<file path="config.mk">
export PLATFORM = sky130hd
export DESIGN_NAME = mp64_kem_dma
export DESIGN_NICKNAME = d
export VERILOG_FILES = /design/src/rtl/mp64_kem_dma.sv
export SDC_FILE = /design/constraint.sdc
export NUM_CORES = 1
export LEC_CHECK = 0
export BUFFER_PORTS_ARGS = -buffer_cell sky130_fd_sc_hd__buf_2
export CORE_UTILIZATION = 40
export DETAILED_ROUTE_END_ITERATION = 16
export PLACE_DENSITY = 0.66
export SYNTH_ARGS = -nofsm -noshare
export SYNTH_HDL_FRONTEND = slang
export SYNTH_SLANG_ARGS = --single-unit
</file>
<file path="constraint.sdc">
create_clock -name clk_i -period 6.85 [get_ports clk_i]
set_input_delay 0.685 -clock clk_i [delete_from_list [all_inputs] [get_ports clk_i]]
set_output_delay 0.685 -clock clk_i [all_outputs]
set_load 0.005 [all_outputs]
</file>
<file path="src/rtl/mp64_kem_dma.sv">
// rtl/mp64_kem_dma.sv - bus-mastering byte mover between system memory and the mp64_kem buffer port
//
// Optional feature macro: MP64_KEM_DMA_IRQ_EN (adds irq_o, CTRL bit6 IE, CTRL bit7 irq clear).
//
// Ports:
//   clk_i, rst_i                   clock, synchronous active-high reset
//   req_i/addr_i/wdata_i/wen_i     CSR slave request (0x00 CTRL/STATUS, 0x08 MEM_ADDR, 0x10 LEN, 0x18 OFFSET)
//   rdata_o/ack_o                  CSR read data and acknowledge, one cycle after req_i
//   mem_*                          memory master port (64-bit words, 8-byte aligned)
//   kem_*                          KEM MMIO master port (BUF_SEL 0x08, DIN/DOUT 0x10, IDX_SET 0x18)
//   irq_o                          completion interrupt (only with MP64_KEM_DMA_IRQ_EN)

module mp64_kem_dma #(
    parameter int MAX_LEN = 2048,
    parameter int MEM_AW  = 32
) (
    input  logic              clk_i,
    input  logic              rst_i,
    input  logic              req_i,
    input  logic [5:0]        addr_i,
    input  logic [63:0]       wdata_i,
    input  logic              wen_i,
    output logic [63:0]       rdata_o,
    output logic              ack_o,
    output logic              mem_req_o,
    output logic [MEM_AW-1:0] mem_addr_o,
    output logic [63:0]       mem_wdata_o,
    output logic [7:0]        mem_be_o,
    output logic              mem_wen_o,
    input  logic [63:0]       mem_rdata_i,
    input  logic              mem_ack_i,
`ifdef MP64_KEM_DMA_IRQ_EN
    output logic              irq_o,
`endif
    output logic              kem_req_o,
    output logic [5:0]        kem_addr_o,
    output logic [63:0]       kem_wdata_o,
    output logic              kem_wen_o,
    input  logic [63:0]       kem_rdata_i,
    input  logic              kem_ack_i
);

    typedef enum logic [3:0] {
        S_IDLE, S_CHECK, S_SEL, S_IDX, S_FETCH, S_PUT, S_GET, S_STORE, S_DONE, S_ERR
    } state_e;

    state_e            state_q, state_d;
    logic [2:0]        buf_q, buf_d, lane_q, lane_d, cap_lane_q, cap_lane_d;
    logic              dir_q, dir_d, abort_q, abort_d, gap_q, gap_d, cap_q, cap_d, ack_q;
    logic [7:0]        err_q, err_d, be_q, be_d;
    logic [11:0]       cnt_q, cnt_d, len_q, len_d;
    logic [10:0]       off_q, off_d;
    logic [63:0]       word_q, word_d, rdata_q, rdata_d;
    logic [MEM_AW-1:0] base_q, base_d, cur_q, cur_d;
`ifdef MP64_KEM_DMA_IRQ_EN
    logic              ie_q, ie_d, irq_q, irq_d;
`endif

    function automatic logic [11:0] buf_size(input logic [2:0] b);
        case (b)
            3'd0:    return 12'd64;
            3'd1:    return 12'd800;
            3'd2:    return 12'd1632;
            3'd3:    return 12'd768;
            default: return 12'd32;
        endcase
    endfunction

    logic        busy, ctrl_wr, start, mem_go, kem_go, mem_done, kem_done, last_byte;
    logic [11:0] cnt_inc;
    logic [12:0] span;
    logic [1:0]  st_code;

    assign busy      = !(state_q inside {S_IDLE, S_DONE, S_ERR});
    assign ctrl_wr   = req_i && wen_i && (addr_i == 6'h00);
    assign start     = ctrl_wr && wdata_i[0] && !busy;
    // gap_q forces one idle cycle on the port after every completed handshake
    assign mem_go    = (state_q inside {S_FETCH, S_STORE}) && !gap_q;
    assign kem_go    = (state_q inside {S_SEL, S_IDX, S_PUT, S_GET}) && !gap_q;
    assign mem_done  = mem_go && mem_ack_i;
    assign kem_done  = kem_go && kem_ack_i;
    assign cnt_inc   = cnt_q + 12'd1;
    assign last_byte = (cnt_inc == len_q);
    assign span      = {2'b00, off_q} + {1'b0, len_q};
    assign st_code   = (state_q == S_IDLE) ? 2'd0 : (state_q == S_DONE) ? 2'd2 :
                       (state_q == S_ERR) ? 2'd3 : 2'd1;

    always_comb begin
        state_d    = state_q;
        buf_d      = buf_q;
        dir_d      = dir_q;
        abort_d    = abort_q;
        gap_d      = 1'b0;
        cap_d      = 1'b0;
        cap_lane_d = cap_lane_q;
        lane_d     = lane_q;
        err_d      = err_q;
        be_d       = be_q;
        cnt_d      = cnt_q;
        len_d      = len_q;
        off_d      = off_q;
        word_d     = word_q;
        rdata_d    = rdata_q;
        base_d     = base_q;
        cur_d      = cur_q;

        if (req_i) begin
            case (addr_i)
                6'h00:   rdata_d = {32'd0, 4'd0, cnt_q, err_q, 6'd0, st_code};
                6'h08:   rdata_d = 64'(base_q);
                6'h10:   rdata_d = {52'd0, len_q};
                6'h18:   rdata_d = {53'd0, off_q};
                default: rdata_d = 64'd0;
            endcase
        end
        if (req_i && wen_i && !busy) begin
            case (addr_i)
                6'h08:   base_d = {wdata_i[MEM_AW-1:3], 3'b000};
                6'h10:   len_d  = wdata_i[11:0];
                6'h18:   off_d  = wdata_i[10:0];
                default: ;
            endcase
        end
        if (ctrl_wr && wdata_i[5] && busy) abort_d = 1'b1;

        // KEM read data arrives the cycle after its ack; pack it into the lane saved at ack time
        if (cap_q) begin
            word_d[{cap_lane_q, 3'b000} +: 8] = kem_rdata_i[7:0];
            be_d[cap_lane_q]                  = 1'b1;
        end

        case (state_q)
            S_IDLE, S_DONE, S_ERR: if (start) begin
                state_d = S_CHECK;
                buf_d   = wdata_i[4:2];
                dir_d   = wdata_i[1];
                cnt_d   = 12'd0;
                err_d   = 8'd0;
                lane_d  = 3'd0;
                cur_d   = base_q;
                word_d  = 64'd0;
                be_d    = 8'd0;
            end
            S_CHECK: begin
                if (abort_q)                          state_d = S_IDLE;
                else if (buf_q > 3'd4)                begin state_d = S_ERR; err_d = 8'd1; end
                else if (len_q == 12'd0)              begin state_d = S_ERR; err_d = 8'd3; end
                else if (span > {1'b0, buf_size(buf_q)} || {1'b0, len_q} > 13'(MAX_LEN))
                                                      begin state_d = S_ERR; err_d = 8'd2; end
                else                                  state_d = S_SEL;
            end
            S_SEL: if (kem_done) begin
                gap_d   = 1'b1;
                state_d = abort_q ? S_IDLE : S_IDX;
            end
            S_IDX: if (kem_done) begin
                gap_d   = 1'b1;
                state_d = abort_q ? S_IDLE : (dir_q ? S_GET : S_FETCH);
            end
            S_FETCH: if (mem_done) begin
                gap_d   = 1'b1;
                word_d  = mem_rdata_i;
                state_d = abort_q ? S_IDLE : S_PUT;
            end
            S_PUT: if (kem_done) begin
                gap_d = 1'b1;
                if (abort_q) state_d = S_IDLE;
                else begin
                    cnt_d  = cnt_inc;
                    lane_d = lane_q + 3'd1;
                    if (lane_q == 3'd7 || last_byte) cur_d = cur_q + MEM_AW'(8);
                    state_d = last_byte ? S_DONE : ((lane_q == 3'd7) ? S_FETCH : S_PUT);
                end
            end
            S_GET: if (kem_done) begin
                gap_d = 1'b1;
                if (abort_q) state_d = S_IDLE;
                else begin
                    cnt_d      = cnt_inc;
                    cap_d      = 1'b1;
                    cap_lane_d = lane_q;
                    lane_d     = lane_q + 3'd1;
                    state_d    = (lane_q == 3'd7 || last_byte) ? S_STORE : S_GET;
                end
            end
            S_STORE: if (mem_done) begin
                gap_d = 1'b1;
                if (abort_q) state_d = S_IDLE;
                else begin
                    cur_d   = cur_q + MEM_AW'(8);
                    word_d  = 64'd0;
                    be_d    = 8'd0;
                    lane_d  = 3'd0;
                    state_d = (cnt_q == len_q) ? S_DONE : S_GET;
                end
            end
            default: state_d = S_IDLE;
        endcase

        // abort seen while the port is idle between handshakes: nothing outstanding, stop now
        if (busy && gap_q && abort_q) state_d = S_IDLE;
        if (state_d inside {S_IDLE, S_DONE, S_ERR}) abort_d = 1'b0;
    end

`ifdef MP64_KEM_DMA_IRQ_EN
    always_comb begin
        ie_d  = ie_q;
        irq_d = irq_q;
        if (ctrl_wr) begin
            ie_d = wdata_i[6];
            if (wdata_i[7]) irq_d = 1'b0;
        end
        if (start) irq_d = 1'b0;
        if (ie_q && (state_d inside {S_DONE, S_ERR}) && (state_d != state_q)) irq_d = 1'b1;
    end
    assign irq_o = irq_q;
`endif

    always_comb begin
        mem_req_o   = mem_go;
        mem_addr_o  = '0;
        mem_wdata_o = 64'd0;
        mem_be_o    = 8'd0;
        mem_wen_o   = 1'b0;
        kem_req_o   = kem_go;
        kem_addr_o  = 6'd0;
        kem_wdata_o = 64'd0;
        kem_wen_o   = 1'b0;
        if (mem_go) begin
            mem_addr_o = cur_q;
            mem_be_o   = 8'hFF;
            if (state_q == S_STORE) begin
                mem_wdata_o = word_q;
                mem_be_o    = be_q;
                mem_wen_o   = 1'b1;
            end
        end
        if (kem_go) begin
            case (state_q)
                S_SEL:   begin kem_addr_o = 6'h08; kem_wdata_o = {61'd0, buf_q}; kem_wen_o = 1'b1; end
                S_IDX:   begin kem_addr_o = 6'h18; kem_wdata_o = {53'd0, off_q}; kem_wen_o = 1'b1; end
                S_PUT:   begin
                    kem_addr_o  = 6'h10;
                    kem_wdata_o = {56'd0, word_q[{lane_q, 3'b000} +: 8]};
                    kem_wen_o   = 1'b1;
                end
                default: kem_addr_o = 6'h10;
            endcase
        end
    end

    assign rdata_o = rdata_q;
    assign ack_o   = ack_q;

    logic unused_bits;
    assign unused_bits = ^{wdata_i, kem_rdata_i[63:8]};

    always_ff @(posedge clk_i) begin
        if (rst_i) begin
            state_q <= S_IDLE;  buf_q <= '0;  dir_q <= 1'b0;  abort_q <= 1'b0;
            gap_q <= 1'b0;  cap_q <= 1'b0;  cap_lane_q <= '0;  lane_q <= '0;
            err_q <= '0;  be_q <= '0;  cnt_q <= '0;  len_q <= '0;  off_q <= '0;
            word_q <= '0;  rdata_q <= '0;  base_q <= '0;  cur_q <= '0;  ack_q <= 1'b0;
`ifdef MP64_KEM_DMA_IRQ_EN
            ie_q <= 1'b0;  irq_q <= 1'b0;
`endif
        end else begin
            state_q <= state_d;  buf_q <= buf_d;  dir_q <= dir_d;  abort_q <= abort_d;
            gap_q <= gap_d;  cap_q <= cap_d;  cap_lane_q <= cap_lane_d;  lane_q <= lane_d;
            err_q <= err_d;  be_q <= be_d;  cnt_q <= cnt_d;  len_q <= len_d;  off_q <= off_d;
            word_q <= word_d;  rdata_q <= rdata_d;  base_q <= base_d;  cur_q <= cur_d;  ack_q <= req_i;
`ifdef MP64_KEM_DMA_IRQ_EN
            ie_q <= ie_d;  irq_q <= irq_d;
`endif
        end
    end

endmodule

</file>
# Word-level counts from Yosys, hierarchy flattened
# Index checks and enable logic that the tools add are counted.
# totals
register_bits	258
inputBits	204
output_inout_bits	243
elab_cells	199
# classes
n_addsub	5
magnitude_cmp	5
n_eq_ne	30
n_shift	3
muxes	87
n_bitwise	4
n_reduce_logical	47
# op_table
operator	count
two-way mux 64 bit	7
two-way mux 32 bit	7
one-hot mux 64 bit (3 select lines)	1
one-hot mux 32 bit (4 select lines)	1
one-hot mux 32 bit (3 select lines)	1
two-way mux 8 bit	11
two-way mux 12 bit	7
bitwise mux 64 bit	1
two-way mux 4 bit	16
variable shift 8 x 8 -> 64 bit (first input constant)	1
indexed part select 64 x 7 -> 8 bit	1
indexed part select 8 x 8 -> 64 bit	1
one-hot mux 11 bit (4 select lines)	1
one-hot mux 11 bit (3 select lines)	1
adder 32 x 4 -> 32 bit (second input constant)	1
one-hot mux 4 bit (8 select lines)	1
one-hot mux 8 bit (2 select lines)	2
equality test 12 bit	2
two-way mux 3 bit	8
one-hot mux 12 bit (2 select lines)	1
equality test 4 x 3 -> 1 bit (second input constant)	4
equality test 4 bit (second input constant)	4
logical AND 1 bit	14
inequality test 2 bit (second input constant)	7
45 further kinds	80

# Longest topological paths before layout
# Gate-level depths: netlist of run 1.
# depth
word_depth	17
mapped_depth	17
depth_no_buf	17

# Worst setup path before layout of run 1
# OpenSTA, ideal clock, no wires.
# synth_timing
path_type	reg2reg
from	register len_q[0]
to	register abort_q
t_arrival_ns	3.687
required_time_ns	6.759
path_slack_ns	3.072
path_stages_with_launch	17
path_buffers	0
synth_period_minus_slack_ns	3.778
cell_sequence	dfxtp_1 -> ha_1 -> fa_1 -> a211oi_1 -> o21ai_0 -> a21o_1 -> a21o_1 -> a21oi_1 -> xnor2_1 -> ha_1 -> nand4b_1 -> or4_1 -> o21ai_0 -> nand3_1 -> nor2_1 -> o22ai_1 -> a311oi_1
# synth_via
elab_chain_len	12
elab_cells_between_ends	28
cone_classes	1 x add/sub; 2 x order compare; 4 x eq/ne; 15 x mux; 6 x reduce/logical
# synth_rtl
element	line_no	text
start, declared	51	logic [11:0] cnt_q, cnt_d, len_q, len_d;
start signal, assigned	262	err_q <= '0; be_q <= '0; cnt_q <= '0; len_q <= '0; off_q <= '0;
start signal, assigned	270	err_q <= err_d; be_q <= be_d; cnt_q <= cnt_d; len_q <= len_d; off_q <= off_d;
adder 11 x 12 -> 13 bit	84	assign span = {2'b00, off_q} + {1'b0, len_q};
> comparator 13 x 12 -> 1 bit	148	else if (span > {1'b0, buf_size(buf_q)} || {1'b0, len_q} > 13'(MAX_LEN))
logical OR 1 bit	148	
two-way mux 4 bit	148	
two-way mux 4 bit	147	else if (len_q == 12'd0) begin state_d = S_ERR; err_d = 8'd3; end
two-way mux 4 bit	146	else if (buf_q > 3'd4) begin state_d = S_ERR; err_d = 8'd1; end
two-way mux 4 bit	145	if (abort_q) state_d = S_IDLE;
one-hot mux 4 bit (8 select lines) *	132	case (state_q)
two-way mux 4 bit *	201	if (busy && gap_q && abort_q) state_d = S_IDLE;
equality test 4 bit / zero test 4 bit (equally long branches)	202	if (state_d inside {S_IDLE, S_DONE, S_ERR}) abort_d = 1'b0;
nonzero test 3 bit *	202	
OR reduction 2 bit (no line) *	-	
end signal, assigned	268	state_q <= state_d; buf_q <= buf_d; dir_q <= dir_d; abort_q <= abort_d;
end, declared	49	logic dir_q, dir_d, abort_q, abort_d, gap_q, gap_d, cap_q, cap_d, ack_q;
# Every way passes the cells marked *; elsewhere a longest branch is shown, timed or not.
# A chain may end at the register's enable or synchronous reset.

# Worst setup path in the final report of run 1
# layout_timing
from	register state_q[2]
to	output mem_wdata_o[49]
# layout_via
elab_chain_len	4
elab_cells_between_ends	6
cone_classes	2 x eq/ne; 2 x mux; 2 x reduce/logical
# layout_rtl
element	line_no	text
start, declared	47	state_e state_q, state_d;
start signal, assigned	268	
equality test 4 x 3 -> 1 bit (on tied branches)	78, 232	
nonzero test 2 bit	78	assign mem_go = (state_q inside {S_FETCH, S_STORE}) && !gap_q;
logical AND 1 bit	78	
two-way mux 64 bit *	229	if (mem_go) begin
end, declared	27	output logic [63:0] mem_wdata_o,
# Marked as above.

==> flow_summary_export.csv, run 1 <==
group,metric,value,unit
synthesis,synth_enable_flop_cells,0,
timing,drv_slew,0,
finish,stdcell_count,2365,
synthesis,synth_cell_types,79,
place,dp_hpwl,33.6,mm
drt,firstDrtPassIters,6,
setup_path,critPathMaxFanout,65,
power_and_ir_drop,total_leakage_power,6.27,nW
drt,routedWlPerCell,19.5,um
hold_path,whs_endpoint,"base_q[31]",
hold_path,worstHoldPathCells,3,
floorplan,placementRows,66,
drt,via_per_inst,5.52,
clocking,cts-htree-levels,1,
global_routing,grt_pass1_vias,11920,
hold_path,min_path_type,"in2reg",
timing,setup_ws,2.23,ns
global_routing,grt_first_pass_wirelength,70.0,mm
synthesis,synth_top_cell_by_area,"dfxtp_1",
synthesis,async_reset_ff_share,0,%
synthesis,syn_area,13400,um2
floorplan,start_util,40.8,%
setup_path,worst_r2r_path_depth,16,
setup_path,path_class,"reg2out",
drt,routed_wl,46.2,mm
global_routing,grt_usage,26.5,%
synthesis,synth_ff_type,"dfxtp_1",
power_and_ir_drop,max-vdd-ir-drop,223,uV
global_routing,antenna_found_initial,5,
finish,fin_util,47.5,%
place,pre_cts_ws,2.48,ns
timing,timing.final.crit_share,67.5,%
synthesis,synth_top_area_share,32.5,%
setup_path,worstPathRequired,6.16,ns
setup_path,start_kind,"flip-flop",
finish,nets,2130,
setup_path,worstReg2RegEnd,"abort_q",
timing,setup-tns-final,0,ns
job,max_cap_violations,0,
clocking,cts_tree,"yes",
drt,drc,0,
floorplan,die_w,185,um
setup_path,crit_chain,"nor2b_1 -> nand3_1 -> nor2_4 -> and2_1 -> buf_2",
setup_path,cp_slowest_cell,"nor2_4",
finish,drive_above_1_share,20.9,%
floorplan,die_area,34100,um2
place,dp_cells,2313,
floorplan,ios,447,
floorplan,core-area,32700,um2
run_status,status,"finished, final reports clean",
global_routing,overflow,0,
timing,slew-limit-headroom,13.4,%
timing,final-hold-violation-count,0,
clocking,clockRootBuffer,"clkbuf_16",
synthesis,synth-seq-area-share,32.5,%
place,port_buffers,266,
setup_path,startpoint,"state_q[2]",
synthesis,avgSynthCellArea,7.80,um2
clocking,clockBufferDepth,3,
power_and_ir_drop,power.density,186,nW/um2
drt,drt_iter0_markers,905,
clocking,cts_buffers,27,
timing,rsz0062_at_grt,"no",
drt,vias,13066,
setup_path,critPathCaptureType,"output port",
setup_path,r2r_start,"len_q[0]",
clocking,path_clk_slew,0.06,ns
setup_path,crit_arrival,3.94,ns
global_routing,grt_max_degree,104,
synthesis,ys_top_cells_by_count,"nand2_1 (225), dfxtp_1 (217), nor2_1 (192)",
setup_path,ff2ff_setup_slack,2.43,ns
setup_path,max_stage_delay,1.19,ns
finish,layout-area-overhead-vs-synth,16.3,%
synthesis,ys_warn_count,0,
clocking,cts_sinks,217,
synthesis,yosysMostFrequentCell,"nand2_1",
drt,ant_nets,0,
synthesis,syn_inst,1713,
timing,finalSetupViolCount,0,
synthesis,ys_ff_latch,217,
synthesis,synthTopCellsByArea,"dfxtp_1 (33%), nand2_1 (6.3%), nor2_1 (5.4%)",
place,place_congestion,0.933,
clocking,cts_hold_buf,0,
clocking,postCtsSetupBuffers,0,
floorplan,fp.dieH,185,um
clocking,clkLatencyLatePin,0.55,ns
timing,tightest_slew,1.30,ns
clocking,post_cts_resized,0,
hold_path,hp-start,"wdata_i[31]",
timing,fmax,216,MHz
timing,period_needed,4.62,ns
timing,finalClockSkew,0.0174,ns
==> state kept, by name, indices dropped and copies added, names as in the netlist, 2 cells and up <==
signal / cells
rdata_o: 32
base_q: 29
word_q: 64
off_q: 11
err_q: 2
be_q: 8
buf_q: 3
lane_q: 3
cnt_q: 12
cap_lane_q: 3
cur_q: 29
state_q: 4
len_q: 12
==> where the power goes <==
part           switching, W  internal (W)
combinational     0.0000759     0.0000349
sequential       0.00000160       0.00126
clock              0.000577      0.000935
total              0.000654       0.00223
==> placed cells by master (no fill, tap or decap), drive strengths merged, types with 5 or more instances in the layout <==
cell / Yosys / layout
nor3b: 5 / 5
mux2: 34 / 34
nand2: 225 / 225
a22o: 8 / 8
a211oi: 6 / 6
a22oi: 91 / 91
o21a: 19 / 19
nand4: 11 / 11
nand2b: 24 / 24
clkinv: 1 / 5
clkbuf: 103 / 41
a2111oi: 5 / 5
mux2i: 31 / 31
or3: 9 / 9
ha: 25 / 25
a21o: 8 / 8
o211ai: 5 / 5
conb: 1 / 92
o32ai: 13 / 13
or2: 10 / 10
xor2: 11 / 11
nor4: 13 / 13
mux4: 18 / 18
a31oi: 11 / 11
o21ai: 90 / 90
a21oi: 125 / 125
and3: 19 / 19
o21bai: 5 / 5
nand3: 29 / 29
and2: 98 / 98
nor3: 41 / 41
a32oi: 10 / 10
nor2: 193 / 193
nor2b: 5 / 5
buf: 110 / 280
xnor2: 22 / 22
inv: 15 / 16
dfxtp: 217 / 217
==> metal layers <==
layer | global-route usage (%) | part of all wire, %
met5 | 0 | 0.050
met4 | 9.98 | 3.6
met3 | 5.65 | 8.4
met2 | 44.7 | 47
met1 | 33.0 | 40
==> critical path, delay by kind of cell (launching register included) <==
family | cells | cell delay [ns]
buffers and inverters | 1 | 0.12
DFF | 1 | 0.62
and+or+nand+nor | 4 | 2.64
==> worst max path at each step <==
stage,slack [ns],to
after global routing,1.89,mem_wdata_o[51]
after global placement,2.48,abort_q
after floorplan,3.07,abort_q
after CTS,2.23,mem_wdata_o[61]
after detailed placement,2.48,abort_q
final,2.23,mem_wdata_o[49]
==> per-stage QoR <==
stage	power [W]	instance area [um2]	hold slack, ns
after floorplan	0.00138	13700	0.441
after global placement	0.00140	14600	0.456
after detailed placement	0.00140	14600	0.459
after CTS	0.00292	15500	0.356
after global routing	0.00297	15500	0.372
final	0.00289	15500	0.376
==> kinds of logic (layout without fill, tap and decap cells) <==
| logic type | count (synthesis) | after routing | share of synthesized area [%] |
|---|---|---|---|
| adder cells (fa/ha/maj) | 27 | 27 | 2.57 |
| AO/OA/AOI/OAI | 428 | 428 | 20.7 |
| buffers and inverters | 229 | 346 | 9.21 |
| AND/OR/NAND/NOR | 695 | 695 | 24.5 |
| multiplexers | 83 | 83 | 8.23 |
| XOR/XNOR | 33 | 33 | 2.16 |
| other | 1 | 94 | 0.0281 |
| flip-flops | 217 | 217 | 32.5 |
==> layout make-up <==
cell class,instances,area (um2)
clock buffers,41,858
clock inverters,9,108
multi-input cells,1358,8160
inverters,16,60.1
well taps,442,553
repair buffers,280,1440
flip-flops and latches,217,4340
diodes,2,5.00
fillers,3244,17200
Note: power is estimated with default switching activity, not from simulation.
==> run 2, diff against run 1 <==
- PLACE_DENSITY: 0.66 -> 0.68
- clock period: 6.85 -> 4.15 ns (I/O delays scaled with it)
==> flow_summary_export.csv, run 2 (synthesis results as in run 1) <==
group,metric,value,unit
drt,firstDrtPassIters,6,
timing,setup_ws,0.262,ns
drt,drc,0,
finish,largest_reg_flops,64,
setup_path,max_stage_delay,0.43,ns
setup_path,cp_slowest_cell,"fa_1",
drt,ant_nets,0,
setup_path,critPathTopFamily,"compound AO/OA/AOI/OAI gates",
place,port_buffers,266,
power_and_ir_drop,power.density,298,nW/um2
place,place_congestion,0.965,
drt,via_per_inst,5.60,
drt,drt_iter0_markers,1026,
finish,final_cell_mix,"buf_2 (265), nand2_1 (223), dfxtp_1 (217)",
setup_path,crit_path_end,"err_q[0]",
run_status,status,"finished, final reports clean",
setup_path,r2r_start,"len_q[0]",
timing,drv_slew,0,
setup_path,startpoint,"len_q[0]",
finish,drive_above_1_share,22.1,%
place,dp_hpwl,34.9,mm
clocking,cts_tree,"yes",
setup_path,crit_chain,"ha_1 -> fa_1 -> a211oi_2 -> o21ai_0 -> a21o_1 -> a21o_1 -> a21oi_1 -> xnor2_1 -> ha_1 -> o211ai_1 -> and3b_1 -> a311oi_1 -> o311a_1 -> a211o_1 -> nor2_2 -> buf_4 -> o21ai_0 -> a21oi_1",
setup_path,path_class,"reg2reg",
setup_path,path_depth,18,
floorplan,core-area,32700,um2
setup_path,ff2ff_setup_slack,0.26,ns
timing,period_needed,3.89,ns
setup_path,worstReg2RegEnd,"err_q[0]",
clocking,cts_buffers,26,
floorplan,ios,447,
power_and_ir_drop,max-vdd-ir-drop,303,uV
setup_path,critPathCaptureType,"flip-flop",
floorplan,start_util,40.8,%
floorplan,fp.dieH,185,um
timing,rsz0062_at_grt,"no",
timing,timing.final.crit_share,93.7,%
global_routing,overflow,0,
clocking,postCtsSetupBuffers,0,
timing,finalSetupViolCount,0,
global_routing,grt_max_degree,114,
floorplan,die_w,185,um
clocking,clockRootBuffer,"clkbuf_16",
timing,finalClockSkew,0.0235,ns
timing,fmax,257,MHz
global_routing,grt_usage,27.1,%
drt,routed_wl,47.5,mm
drt,routedWlPerCell,19.9,um
setup_path,worstPathRequired,4.55,ns
finish,largest-register,"word_q",
timing,final-hold-violation-count,0,
power_and_ir_drop,total_leakage_power,6.39,nW
floorplan,die_area,34100,um2
clocking,cts_hold_buf,0,
drt,vias,13401,
finish,layout-area-overhead-vs-synth,17.5,%
timing,slew-limit-headroom,36.0,%
timing,tightest_slew,0.959,ns
job,max_cap_violations,0,
global_routing,antenna_found_initial,5,
setup_path,start_kind,"flip-flop",
timing,setup-tns-final,0,ns
setup_path,critPathMaxFanout,3,
finish,nFillCells,3240,
hold_path,min_path_type,"in2reg",
clocking,cts_sinks,217,
clocking,clockBufferDepth,3,
place,pre_cts_ws,0.162,ns
global_routing,grt_pass1_vias,12399,
finish,design_area,15700,um2
finish,fin_util,48.0,%
setup_path,crit_buf_inv,1,
clocking,clkLatencyLatePin,0.55,ns
finish,layout_commonest_cell,"buf_2",
clocking,path_clk_slew,0.06,ns
floorplan,placementRows,66,
clocking,cts-htree-levels,1,
place,place_area,14800,um2
setup_path,crit_arrival,4.28,ns
finish,nets,2160,
power_and_ir_drop,totalPowerFinal,0.00467,W
global_routing,grt_first_pass_wirelength,72.1,mm
setup_path,worst_r2r_path_depth,18,
## run 2: worst min path at each step
stage | slack (ns) | depth (start not counted) | end | startpoint
after floorplan | 0.44 | 1 | be_q[5] | be_q[5]
after global placement | 0.45 | 1 | be_q[0] | be_q[0]
after detailed placement | 0.46 | 1 | be_q[4] | be_q[4]
after CTS | 0.09 | 3 | base_q[30] | wdata_i[30]
after global routing | 0.1 | 3 | base_q[29] | wdata_i[29]
final | 0.1 | 3 | base_q[30] | wdata_i[30]
## run 2: cell type report
cell class	instances	area, um2	area share [%]
clock inverter	13	160	1.02
timing repair buffer	311	1680	10.7
antenna	1	2.50	0.0159
tap	442	553	3.52
inverter	16	60.1	0.383
clock buffer	33	737	4.70
sequential	217	4340	27.7
multi-input combinational	1358	8160	52.0
## run 2: per-stage QoR
| stage | instances | hold slack, ns |
|---|---|---|
| final | 2391 | 0.0984 |
| after detailed placement | 2344 | 0.455 |
| after CTS | 2390 | 0.0851 |
| after floorplan | 1804 | 0.441 |
| after global placement | 2344 | 0.454 |
| after global routing | 2391 | 0.0983 |
## run 2: per-layer routing
layer / global-route usage (%) / routed length (um) / up-vias
li1: - / - / 6309
met1: 33.9 / 19100 / 6291
met2: 45.4 / 22300 / 692
met3: 5.61 / 4160 / 103
met4: 10.6 / 1920 / 6
met5: 0 / 35 / -
## run 2: worst reg2reg max path, cell delays in order, from the launching register on
cell and delay [ns]:
dfxtp_1 0.32, ha_1 0.23, fa_1 0.43, a211oi_2 0.26
o21ai_0 0.14, a21o_1 0.21, a21o_1 0.17, a21oi_1 0.16
xnor2_1 0.08, ha_1 0.32, o211ai_1 0.09, and3b_1 0.22
a311oi_1 0.27, o311a_1 0.22, a211o_1 0.17, nor2_2 0.07
buf_4 0.13, o21ai_0 0.16, a21oi_1 0.08
## run 2: power by group
part	switching [W]	internal (W)
clock	0.000961	0.00144
sequential	0.00000207	0.00208
combinational	0.000127	0.0000589
total	0.00109	0.00358
## run 2: timing repair
item / 4_1_cts / 5_1_grt
gates resized for setup: 0 / 3
setup endpoints to repair: 0 / 4
endpoints found under the hold margin: 0 / 0
==> run 3, diff against run 2 <==
- PLACE_DENSITY: 0.68 -> not set
- PLACE_DENSITY_LB_ADDON: not set -> 0.15
==> flow_summary_export.csv, run 3 (synthesis results as in run 1) <==
group,metric,value,unit
hold_path,whs_endpoint,"base_q[29]",
job,max_cap_violations,0,
floorplan,die_w,185,um
clocking,cts-htree-levels,1,
timing,period_needed,3.90,ns
timing,slew-limit-headroom,31.9,%
finish,nFillCells,3306,
floorplan,start_util,40.8,%
setup_path,path_class,"reg2reg",
timing,timing.final.crit_share,93.9,%
setup_path,critPathCaptureType,"flip-flop",
finish,final_cell_mix,"buf_2 (265), nand2_1 (223), dfxtp_1 (217)",
global_routing,grt_pass1_vias,12299,
drt,routedWlPerCell,20.0,um
setup_path,r2r_start,"len_q[0]",
setup_path,worst_r2r_path_depth,18,
setup_path,cp_slowest_cell,"or4_1",
timing,setup-tns-final,0,ns
drt,drc,0,
setup_path,crit_arrival,4.35,ns
finish,drive_above_1_share,22.3,%
timing,setup_ws,0.254,ns
global_routing,use_met1,35.0,%
timing,finalClockSkew,0.00732,ns
setup_path,critPathTopFamily,"compound AO/OA/AOI/OAI gates",
drt,ant_nets,0,
drt,vias,13197,
hold_path,hp-start,"wdata_i[29]",
clocking,cts_sinks,217,
timing,rsz0062_at_grt,"no",
finish,stdcell_count,2400,
power_and_ir_drop,max-vdd-ir-drop,293,uV
setup_path,start_kind,"flip-flop",
clocking,cts_buffers,26,
global_routing,grt_max_degree,123,
drt,via_per_inst,5.50,
finish,layout_commonest_cell,"buf_2",
global_routing,antenna_found_initial,5,
clocking,clkLatencyLatePin,0.54,ns
finish,nets,2167,
drt,firstDrtPassIters,7,
setup_path,critPathMaxFanout,3,
setup_path,max_stage_delay,0.52,ns
timing,finalSetupViolCount,0,
place,port_buffers,266,
global_routing,met2_usage,45.0,%
timing,tightest_slew,1.02,ns
clocking,clockBufferDepth,3,
drt,routed_wl,48.1,mm
clocking,clockRootBuffer,"clkbuf_16",
finish,largest_reg_flops,64,
power_and_ir_drop,power.density,298,nW/um2
floorplan,fp.dieH,185,um
place,place_congestion,0.886,
floorplan,placementRows,66,
hold_path,worstHoldPathCells,3,
place,dp_cells,2351,
hold_path,min_path_type,"in2reg",
setup_path,worstReg2RegEnd,"abort_q",
global_routing,grt_first_pass_wirelength,72.3,mm
global_routing,grt_usage,27.6,%
floorplan,die_area,34100,um2
power_and_ir_drop,total_leakage_power,6.43,nW
place,dp_hpwl,35.4,mm
floorplan,ios,447,
timing,fmax,257,MHz
place,pre_cts_ws,0.0517,ns
global_routing,grt.busiest_layer,"met2",
timing,drv_slew,0,
setup_path,crit_buf_inv,2,
floorplan,core-area,32700,um2
global_routing,overflow,0,
global_routing,use_met3,6.18,%
setup_path,worstPathRequired,4.60,ns
clocking,path_clk_slew,0.06,ns
run_status,status,"finished, final reports clean",
clocking,cts_tree,"yes",
finish,layout-area-overhead-vs-synth,18.0,%
finish,fin_util,48.2,%
setup_path,ff2ff_setup_slack,0.25,ns
timing,final-hold-violation-count,0,
drt,drt_iter0_markers,1109,
finish,largest-register,"word_q",
clocking,cts_hold_buf,0,
setup_path,crit_chain,"ha_1 -> fa_2 -> a211oi_2 -> buf_4 -> o21ai_0 -> a21o_1 -> a21o_1 -> a21oi_2 -> xnor2_1 -> ha_1 -> nand4b_1 -> or4_1 -> o21ai_2 -> buf_4 -> nand3_1 -> nor2_2 -> o22ai_1 -> a311oi_1",
## run 3: report_power, final
| part | total, W | switching [W] | internal, W |
|---|---|---|---|
| Clock | 0.00243 | 0.000950 | 0.00148 |
| Combinational | 0.000186 | 0.000127 | 0.0000591 |
| Sequential | 0.00209 | 0.00000196 | 0.00208 |
| Total | 0.00470 | 0.00108 | 0.00362 |
## run 3: area by class of cell
class	count	area [um2]	area share, %
clock inverter	5	81.3	0.516
timing repair buffer	318	1730	11.0
multi-input combinational	1358	8170	51.8
tap	442	553	3.51
clock buffer	43	826	5.24
antenna	1	2.50	0.0159
sequential	217	4340	27.6
inverter	16	60.1	0.381
## run 3: worst max path at each step
stage              from       to  slack [ns]  depth (start not counted)
2_1_floorplan  len_q[0]  abort_q        0.37                         16
3_3_place_gp   len_q[0]  abort_q        0.06                         18
3_5_place_dp   len_q[0]  abort_q        0.05                         18
4_1_cts        len_q[0]  abort_q        0.03                         18
5_1_grt        len_q[0]  abort_q       0.004                         18
6_report       len_q[0]  abort_q        0.25                         18
## run 3: layer usage
metal	wire length, um	vias up	share of wire [%]
li1	-	6329	-
met1	20000	6155	42
met2	22000	604	46
met3	3990	103	8.3
met4	2010	6	4.2
met5	34	-	0.071
## run 3: worst reg2reg max path, cell delays in order, from the launching register on
cell      delay [ns]
dfxtp_1         0.31
ha_1            0.23
fa_2            0.37
a211oi_2        0.21
buf_4           0.14
o21ai_0         0.08
a21o_1          0.22
a21o_1          0.19
a21oi_2         0.15
xnor2_1         0.09
ha_1            0.32
nand4b_1        0.10
or4_1           0.52
o21ai_2         0.15
buf_4           0.14
nand3_1         0.08
nor2_2          0.15
o22ai_1         0.12
a311oi_1        0.25
## run 3: timing repair
action	4_1_cts	5_1_grt
gates resized for setup	0	6
setup endpoints to repair	0	6
buffers inserted	0	0
## run 3: stage by stage
step,cell area [um2],hold WS [ns],power (W)
6_report,15800,0.116,0.00470
2_1_floorplan,13700,0.441,0.00228
3_5_place_dp,14800,0.455,0.00232
3_3_place_gp,14800,0.451,0.00231
4_1_cts,15700,0.100,0.00473
5_1_grt,15800,0.115,0.00485
